<file path="config.mk">
export PLATFORM = sky130hd
export DESIGN_NAME = unpack_float64
export DESIGN_NICKNAME = d
export VERILOG_FILES = /design/src/rtl/float64_pkg.sv /design/src/rtl/float64_classify.sv /design/src/rtl/unpack_float64.sv
export SDC_FILE = /design/constraint.sdc
export NUM_CORES = 1
export LEC_CHECK = 0
export ABC_AREA = 0
export CORE_UTILIZATION = 40
export DETAILED_ROUTE_END_ITERATION = 16
export PLACE_DENSITY = 0.82
export SLEW_MARGIN = 20
export SYNTH_ARGS = -nofsm -noshare
export SYNTH_HDL_FRONTEND = slang
export SYNTH_SLANG_ARGS = --single-unit
</file>
<file path="constraint.sdc">
create_clock -name ap_clk -period 2.5 [get_ports ap_clk]
set_clock_uncertainty 0.1 [all_clocks]
set_input_delay 0.5 -clock ap_clk [delete_from_list [all_inputs] [get_ports ap_clk]]
set_output_delay 0.5 -clock ap_clk [all_outputs]
set_load 0.1 [all_outputs]
</file>
<file path="src/rtl/float64_pkg.sv">
// Shared constants and types for the binary64 soft-float front ends.
// Field positions, exponent limits, exception flag values and the unpacker state encoding.
package float64_pkg;

    localparam int EXP_BIAS = 1023;
    localparam logic [10:0] EXP_MAX = 11'd2047;

    localparam logic [31:0] FLAG_INEXACT   = 32'd1;
    localparam logic [31:0] FLAG_UNDERFLOW = 32'd4;
    localparam logic [31:0] FLAG_OVERFLOW  = 32'd8;
    localparam logic [31:0] FLAG_INVALID   = 32'd16;

    localparam int SIGN_BIT   = 63;
    localparam int EXP_MSB    = 62;
    localparam int EXP_LSB    = 52;
    localparam int FRAC_MSB   = 51;
    localparam int HIDDEN_BIT = 52;

    typedef enum logic [2:0] {
        ST_IDLE = 3'b001,
        ST_NORM = 3'b010,
        ST_DONE = 3'b100
    } state_t;

endpackage

</file>
<file path="src/rtl/float64_classify.sv">
// Combinational classifier: splits a packed binary64 word into class bits and the
// starting exponent/significand for unpacking (subnormals still need normalization).
module float64_classify
    import float64_pkg::*;
(
    input  logic [63:0] i_a,
    output logic        o_sign,
    output logic        o_is_zero,
    output logic        o_is_inf,
    output logic        o_is_nan,
    output logic        o_is_snan,
    output logic        o_is_sub,
    output logic [11:0] o_exp,
    output logic [63:0] o_sig
);

    logic [10:0] w_exp;
    logic [51:0] w_frac;
    logic        w_frac_zero;

    assign w_exp       = i_a[EXP_MSB:EXP_LSB];
    assign w_frac      = i_a[FRAC_MSB:0];
    assign w_frac_zero = (w_frac == 52'd0);
    assign o_sign      = i_a[SIGN_BIT];

    always_comb begin
        o_is_zero = 1'b0;
        o_is_inf  = 1'b0;
        o_is_nan  = 1'b0;
        o_is_snan = 1'b0;
        o_is_sub  = 1'b0;
        o_exp     = 12'd0;
        o_sig     = 64'd0;
        if (w_exp == EXP_MAX) begin
            o_exp = {1'b0, EXP_MAX};
            if (w_frac_zero) begin
                o_is_inf = 1'b1;
            end else begin
                // The quiet bit is the fraction MSB; clear means signalling.
                o_is_nan  = 1'b1;
                o_is_snan = ~w_frac[FRAC_MSB];
                o_sig     = {12'b0, w_frac};
            end
        end else if (w_exp == 11'd0) begin
            if (w_frac_zero) begin
                o_is_zero = 1'b1;
            end else begin
                o_is_sub = 1'b1;
                o_exp    = 12'd1;
                o_sig    = {12'b0, w_frac};
            end
        end else begin
            o_exp = {1'b0, w_exp};
            o_sig = {11'b0, 1'b1, w_frac};
        end
    end

endmodule

</file>
<file path="src/rtl/unpack_float64.sv">
// Multi-cycle binary64 unpacker with ap_ctrl_hs handshake. Subnormals are normalized
// one bit per cycle in NORM; signalling NaNs raise the invalid flag on the done cycle.
module unpack_float64
    import float64_pkg::*;
(
    input  logic        ap_clk,
    input  logic        ap_rst_n,
    input  logic        ap_start,
    output logic        ap_done,
    output logic        ap_idle,
    output logic        ap_ready,
    input  logic [63:0] a,
    input  logic [31:0] float_exception_flag_i,
    output logic [31:0] float_exception_flag_o,
    output logic        float_exception_flag_o_ap_vld,
    output logic        zSign,
    output logic [11:0] zExp,
    output logic [63:0] zSig,
    output logic        is_zero,
    output logic        is_inf,
    output logic        is_nan,
    output logic        is_snan,
    output logic [2:0]  o_dbg_state
);

    state_t      r_state;
    logic        r_sign;
    logic [11:0] r_exp;
    logic [63:0] r_sig;
    logic        r_is_zero;
    logic        r_is_inf;
    logic        r_is_nan;
    logic        r_is_snan;

    logic        w_sign;
    logic        w_is_zero;
    logic        w_is_inf;
    logic        w_is_nan;
    logic        w_is_snan;
    logic        w_is_sub;
    logic [11:0] w_exp;
    logic [63:0] w_sig;

    float64_classify u_classify (
        .i_a       (a),
        .o_sign    (w_sign),
        .o_is_zero (w_is_zero),
        .o_is_inf  (w_is_inf),
        .o_is_nan  (w_is_nan),
        .o_is_snan (w_is_snan),
        .o_is_sub  (w_is_sub),
        .o_exp     (w_exp),
        .o_sig     (w_sig)
    );

    always_ff @(posedge ap_clk or negedge ap_rst_n) begin
        if (!ap_rst_n) begin
            r_state   <= ST_IDLE;
            r_sign    <= 1'b0;
            r_exp     <= 12'd0;
            r_sig     <= 64'd0;
            r_is_zero <= 1'b0;
            r_is_inf  <= 1'b0;
            r_is_nan  <= 1'b0;
            r_is_snan <= 1'b0;
        end else begin
            case (r_state)
                ST_IDLE: begin
                    if (ap_start) begin
                        r_sign    <= w_sign;
                        r_exp     <= w_exp;
                        r_sig     <= w_sig;
                        r_is_zero <= w_is_zero;
                        r_is_inf  <= w_is_inf;
                        r_is_nan  <= w_is_nan;
                        r_is_snan <= w_is_snan;
                        r_state   <= w_is_sub ? ST_NORM : ST_DONE;
                    end
                end
                ST_NORM: begin
                    // Exponent may go negative; 12-bit two's complement covers down to -51.
                    if (r_sig[HIDDEN_BIT]) begin
                        r_state <= ST_DONE;
                    end else begin
                        r_sig <= {r_sig[62:0], 1'b0};
                        r_exp <= r_exp - 12'd1;
                    end
                end
                ST_DONE: begin
                    r_state <= ST_IDLE;
                end
                default: begin
                    r_state <= ST_IDLE;
                end
            endcase
        end
    end

    assign ap_done  = (r_state == ST_DONE);
    assign ap_ready = ap_done;
    assign ap_idle  = (r_state == ST_IDLE) && !ap_start;

    assign float_exception_flag_o_ap_vld = ap_done && r_is_snan;
    assign float_exception_flag_o = float_exception_flag_o_ap_vld
                                    ? (float_exception_flag_i | FLAG_INVALID)
                                    : float_exception_flag_i;

    assign zSign       = r_sign;
    assign zExp        = r_exp;
    assign zSig        = r_sig;
    assign is_zero     = r_is_zero;
    assign is_inf      = r_is_inf;
    assign is_nan      = r_is_nan;
    assign is_snan     = r_is_snan;
    assign o_dbg_state = r_state;

endmodule

</file>
## Word-level counts from Yosys, hierarchy flattened

Cells that the tools add are included.

| storage, ports and cells | value |
|---|---|
| bits in registers | 84 |
| output and inout bits | 120 |
| logic and storage cells | 55 |

| cells by class | value |
|---|---|
| add/subtract/negate cells | 1 |
| equal/unequal tests | 7 |
| multiplexer cells | 27 |
| bitwise operators | 1 |
| reduce and logical (&&, ||, !) cells | 10 |

Operators by type and width:

| cell | count |
|---|---|
| 64-bit 2-to-1 mux | 3 |
| 64-bit case mux with 2 select lines | 1 |
| 53-bit 2-to-1 mux | 1 |
| 52-bit zero test | 1 |
| 52-bit 2-to-1 mux | 1 |
| 12-bit 2-to-1 mux | 3 |
| 12-bit case mux with 2 select lines | 1 |
| 12-bit by 1-bit subtractor with 12-bit output, second input constant | 1 |
| 11-bit == test, second input constant | 1 |
| 11-bit zero test | 1 |
| 1-bit 2-to-1 mux | 11 |
| 11-bit 2-to-1 mux | 1 |
| 3-bit 2-to-1 mux | 3 |
| 2-bit inequality test, second input constant | 3 |
| 3-bit case mux with 2 select lines | 1 |
| 2-bit AND reduction | 3 |
| 5-bit 2-to-1 mux | 1 |
| 3-bit by 1-bit == test with 1-bit output, second input constant | 1 |
| 3-bit by 2-bit == test with 1-bit output, second input constant | 1 |
| 3-bit == test, second input constant | 1 |
| 3-bit AND reduction | 1 |
| 1-bit logical AND | 2 |
| 2-bit nonzero test | 1 |
| 1-bit zero test | 1 |
| 1-bit NOT | 1 |

## Depth between registers and ports, before layout

| logic depth | value |
|---|---|
| depth in word-level cells | 7 |
| gate-level depth with buffers | 8 |
| depth with buffers taken out | 6 |

## Hierarchy

A second synthesis with hierarchy kept.

| second synthesis, totals | value |
|---|---|
| cell total of the unflattened synthesis | 540 |
| area total of the unflattened synthesis | 4,625.7 um^2 |

By module, submodules not included:

| module | times used | cells an instance | area each (um^2) | sequential area each (um^2) |
|---|---|---|---|---|
| unpack_float64 | 1 | 429 | 4,037.6 | 2,103.3 |
| float64_classify | 1 | 111 | 588.1 | 0.0 |

## Worst setup path after synthesis

OpenSTA, ideal clock, no wires.

| timing | value |
|---|---|
| path kind | reg2out |
| from | reg r_state[2] (netlist: o_dbg_state[2]) |
| to | out float_exception_flag_o[4] |
| data arrival time | 5.004 ns |
| data required time | 1.900 ns |
| setup slack | -3.104 ns |
| cell stages (with the launch flop) | 4 |
| path through | dfrtp_1 -> nor3b_1 -> and2_1 -> or2_2 |

| between the ends | value |
|---|---|
| cells in the longest elaborated chain, start to end | 3 |

Ends and longest elaborated chain:

| element | line | text |
|---|---|---|
| from (decl) | unpack_float64.sv:26 | `state_t r_state;` |
| from (signal assigned) | unpack_float64.sv:77 | `r_state <= w_is_sub ? ST_NORM : ST_DONE;` |
| 3-bit == test | unpack_float64.sv:99 | `assign ap_done = (r_state == ST_DONE);` |
| named net ap_done | unpack_float64.sv:9 | `output logic ap_done,` |
| 1-bit logical AND | unpack_float64.sv:103 | `assign float_exception_flag_o_ap_vld = ap_done && r_is_snan;` |
| named net float_exception_flag_o_ap_vld | unpack_float64.sv:15 | `output logic float_exception_flag_o_ap_vld,` |
| 5-bit 2-to-1 mux | unpack_float64.sv:105 | `? (float_exception_flag_i \| FLAG_INVALID)` |
| to (decl) | unpack_float64.sv:14 | `output logic [31:0] float_exception_flag_o,` |

The timed path passes the listed nets, and every way through them passes these cells.

## Worst setup path after layout

| timing | value |
|---|---|
| from | reg r_state[0] (netlist: o_dbg_state[0]) |
| to | out float_exception_flag_o[4] |

| between the ends | value |
|---|---|
| cells in the longest elaborated chain, start to end | 3 |

Ends and longest elaborated chain:

| element | line |
|---|---|
| 3-bit == test | unpack_float64.sv:99 |
| 1-bit logical AND | unpack_float64.sv:103 |
| 5-bit 2-to-1 mux | unpack_float64.sv:105 |

Every way passes these cells.

==> impl_results.md <==
* Status: finished clean
* Drt first pass iters at 5
* Core footprint at 9820 um^2
* Clock power share at 0.164
* Antenna violations before repair at 0
* Clk_lat worst skew at 0.34 ns
* Leakage at about 0.0027 uW
* Crit path time final at 2.31 ns
* Root Buffer: clkbuf_8
* Peak supply drop at a little over 700 uV
* Largest stage delay, worst path at 0.69 ns
* Pins Over Slew Limit at 0
* CTS sink count at 83
* GRT overflow at 0
* R2R Path Start: o_dbg_state[0]$_DFFE_PN1P_
* Post-CTS Setup Bufs at 0
* IO Count at 219
* Per-cell routed wire length at between 15 and 20 um
* Die width at roughly 100 um
* CTS Buf Count at 9
* Maximum root-to-sink buffer count at 2
* Logic pwr share at 0.500
* Post-DRT Antenna Nets at 0
* Via count at 3877
* Pwr dens at 951 nW/um^2
* Seq pwr share at 0.336
* Most common cell after layout, fill and taps aside: nand2_1
* Average size of a mapped cell at slightly above 9 um^2
* DP Worst Slack at -0.0464 ns
* Final instance area at 5660 um^2
* CP endpoint kind: output pin
* Drt initial violations at 164
* R2R setup slack at 0.45 ns
* Hold crit path type: in2async
* Vias per inst at 5.58
* Clk slew on worst S/H paths at 0.08 ns
* GPL Wtd Cong at 0.865
* Primary FF master, synth: dfrtp_1
* Wire length of the first global-routing pass at 18100 um
* Critical-path cell list: nor3b_4, and2_4, or2_4, buf_12
* Final WL at 11800 um
* Worst slew pin tran at around 0.69 ns
* DR DRC count at 0
* Starting density of the core at 0.415
* Die Ht at ~100 um
* Crit start category: register
* GRT Total Usage at 0.222
* Syn nets at 536
* Reg-to-Reg End: zSig[43]$_DFFE_PN0P_
* Vias in the first global route at 3647
* Layout cells sized above 1 at 0.235
* Sw frac at 0.527
* #FFs+latches synth at 83
* Async SR Flop Fraction at 1.00
* H-Tree Depth at 3
* Die area at 10600 um^2
* Final hold violations at 0
* CTS tree: built
* Post-DP Area at ~5500 um^2
* Post-synth EDFFs at 0
* Setup Crit Path Kind: reg2out
* Crit Path Max Fanout at 10
* CP arrival at 1.71 ns
* Sw Pwr at 2840 uW
* Worst path required time at 1.90 ns
* DP HPWL at 8680 um
* Max Fclk at about 0.43 GHz
* Port-buffer cells at 155
* Period Utilization, post-route at 0.925
* Max_slew headroom at 0.539
* Syn Inst Count at 436
* RSZ-0062 raised after global routing: no
* Largest net degree at the start of global routing at 50
* Commonest cells after routing, fill and taps aside: nand2_1, buf_4, dfrtp_1
* Seq/Total Area, Yosys at 0.510
* N_diodes at 0
* Site Rows at 36
* Ys Warns at 0
* Synth Cell Area at between 4000 and 5000 um^2
* Core Util, Final at 0.576
* Final WS setup at 0.188 ns
* Final #Nets at 657
* Slowest stage cell, crit path: dfstp_4
* Post-CTS Resized at 0
* Worst reg2reg path depth at 5
* Syn-to-layout area delta at 38.8%
* Internal at 2550 uW
* Cts hold-fix bufs at 0
* Max-cap violations at 0
* Final setup viols at 0
* Unique cell type count in the Yosys netlist at 47
## worst max path at each step
stage                               start                   endpoint  slack (ns)  cells after the start
5_1_grt        o_dbg_state[0]$_DFFE_PN1P_  float_exception_flag_o[4]        0.13                      4
4_1_cts        o_dbg_state[0]$_DFFE_PN1P_  float_exception_flag_o[4]        0.16                      4
6_report       o_dbg_state[0]$_DFFE_PN1P_  float_exception_flag_o[4]        0.19                      4
2_1_floorplan  o_dbg_state[0]$_DFFE_PN1P_  float_exception_flag_o[4]       -0.59                      4
3_5_place_dp                        a[30]         is_nan$_DFFE_PN0P_       -0.05                      6
3_3_place_gp                        a[30]         is_nan$_DFFE_PN0P_       -0.06                      6
## cells in the mapped netlist, types with 2 or more instances
cell type,count,area share
dfrtp_1,82,0.50
nor4_1,18,0.028
clkbuf_1,17,0.016
nand3_1,4,0.0049
inv_1,3,0.0028
a2bb2oi_1,2,0.0043
buf_4,33,0.061
o22ai_1,2,0.0031
and2_1,5,0.0077
or2_2,2,0.0031
a31oi_1,2,0.0031
buf_2,9,0.011
o21ai_1,2,0.0025
nor3b_1,4,0.0074
a21oi_1,9,0.011
nand3b_1,2,0.0037
a22oi_1,52,0.096
nor2_1,15,0.014
nand4_1,6,0.0092
nand2_1,114,0.10
nor3_1,4,0.0049
a22o_1,12,0.026
o21ai_0,13,0.016
## state kept, by name, indices dropped and copies added, names as in the netlist
signal,flops
zSign,1
zSig,63
is_inf,1
is_snan,1
zExp,12
is_zero,1
o_dbg_state,3
is_nan,1
## metal layers
metal,part of all wire,global-route usage,routed length [um],vias up
li1,-,-,-,1773
met1,0.41,0.290,4890,1893
met2,0.49,0.357,5800,187
met3,0.076,0.0495,895,24
met4,0.020,0.0943,239,0
met5,0,0,0,-
## worst max-delay path, delay by kind of cell, from the launching register on
kind | cells | cell delay, ns
and+or+nand+nor | 3 | 0.51
buffers and inverters | 1 | 0.16
DFF | 1 | 0.69
## area by class of cell
cell class / count / area [um^2]
sequential: 83 / 2090
clock inverter: 5 / 27.5
multi-input combinational: 291 / 1680
inverter: 3 / 11.3
fill: 879 / 4160
timing repair buffer: 169 / 1530
tap: 133 / 166
clock buffer: 11 / 151
## metrics by stage
stage                     hold WS, ns  instances  total power, uW  TNS (ns)
after global routing           0.0211        695             5600         0
final                         0.00588        695             5380         0
after global placement          0.368        679             4490    -0.341
after detailed placement        0.384        679             4530    -0.149
after CTS                     0.00438        695             5410         0
after floorplan                 0.104        436             4030     -1.05
## power by group through the flow
stage,Sequential (uW),Combinational (uW),Clock [uW]
after floorplan,3410,617,0
after global routing,1840,2790,974
final,1810,2690,883
after CTS,1800,2700,903
after global placement,1820,2670,0
after detailed placement,1820,2700,0
## cells by family (layout without fill, tap and decap cells)
group	count (synthesis)	in the layout	share of synthesized area
buffers and inverters	62	188	0.0902
other	1	1	0.000920
adders and majority gates	1	1	0.00307
xor gates and xnor gates	1	1	0.00215
AOI/OAI and AO/OA	103	103	0.180
and+or+nand+nor	185	185	0.214
DFF	83	83	0.510
(Power assumes the default switching activity.)
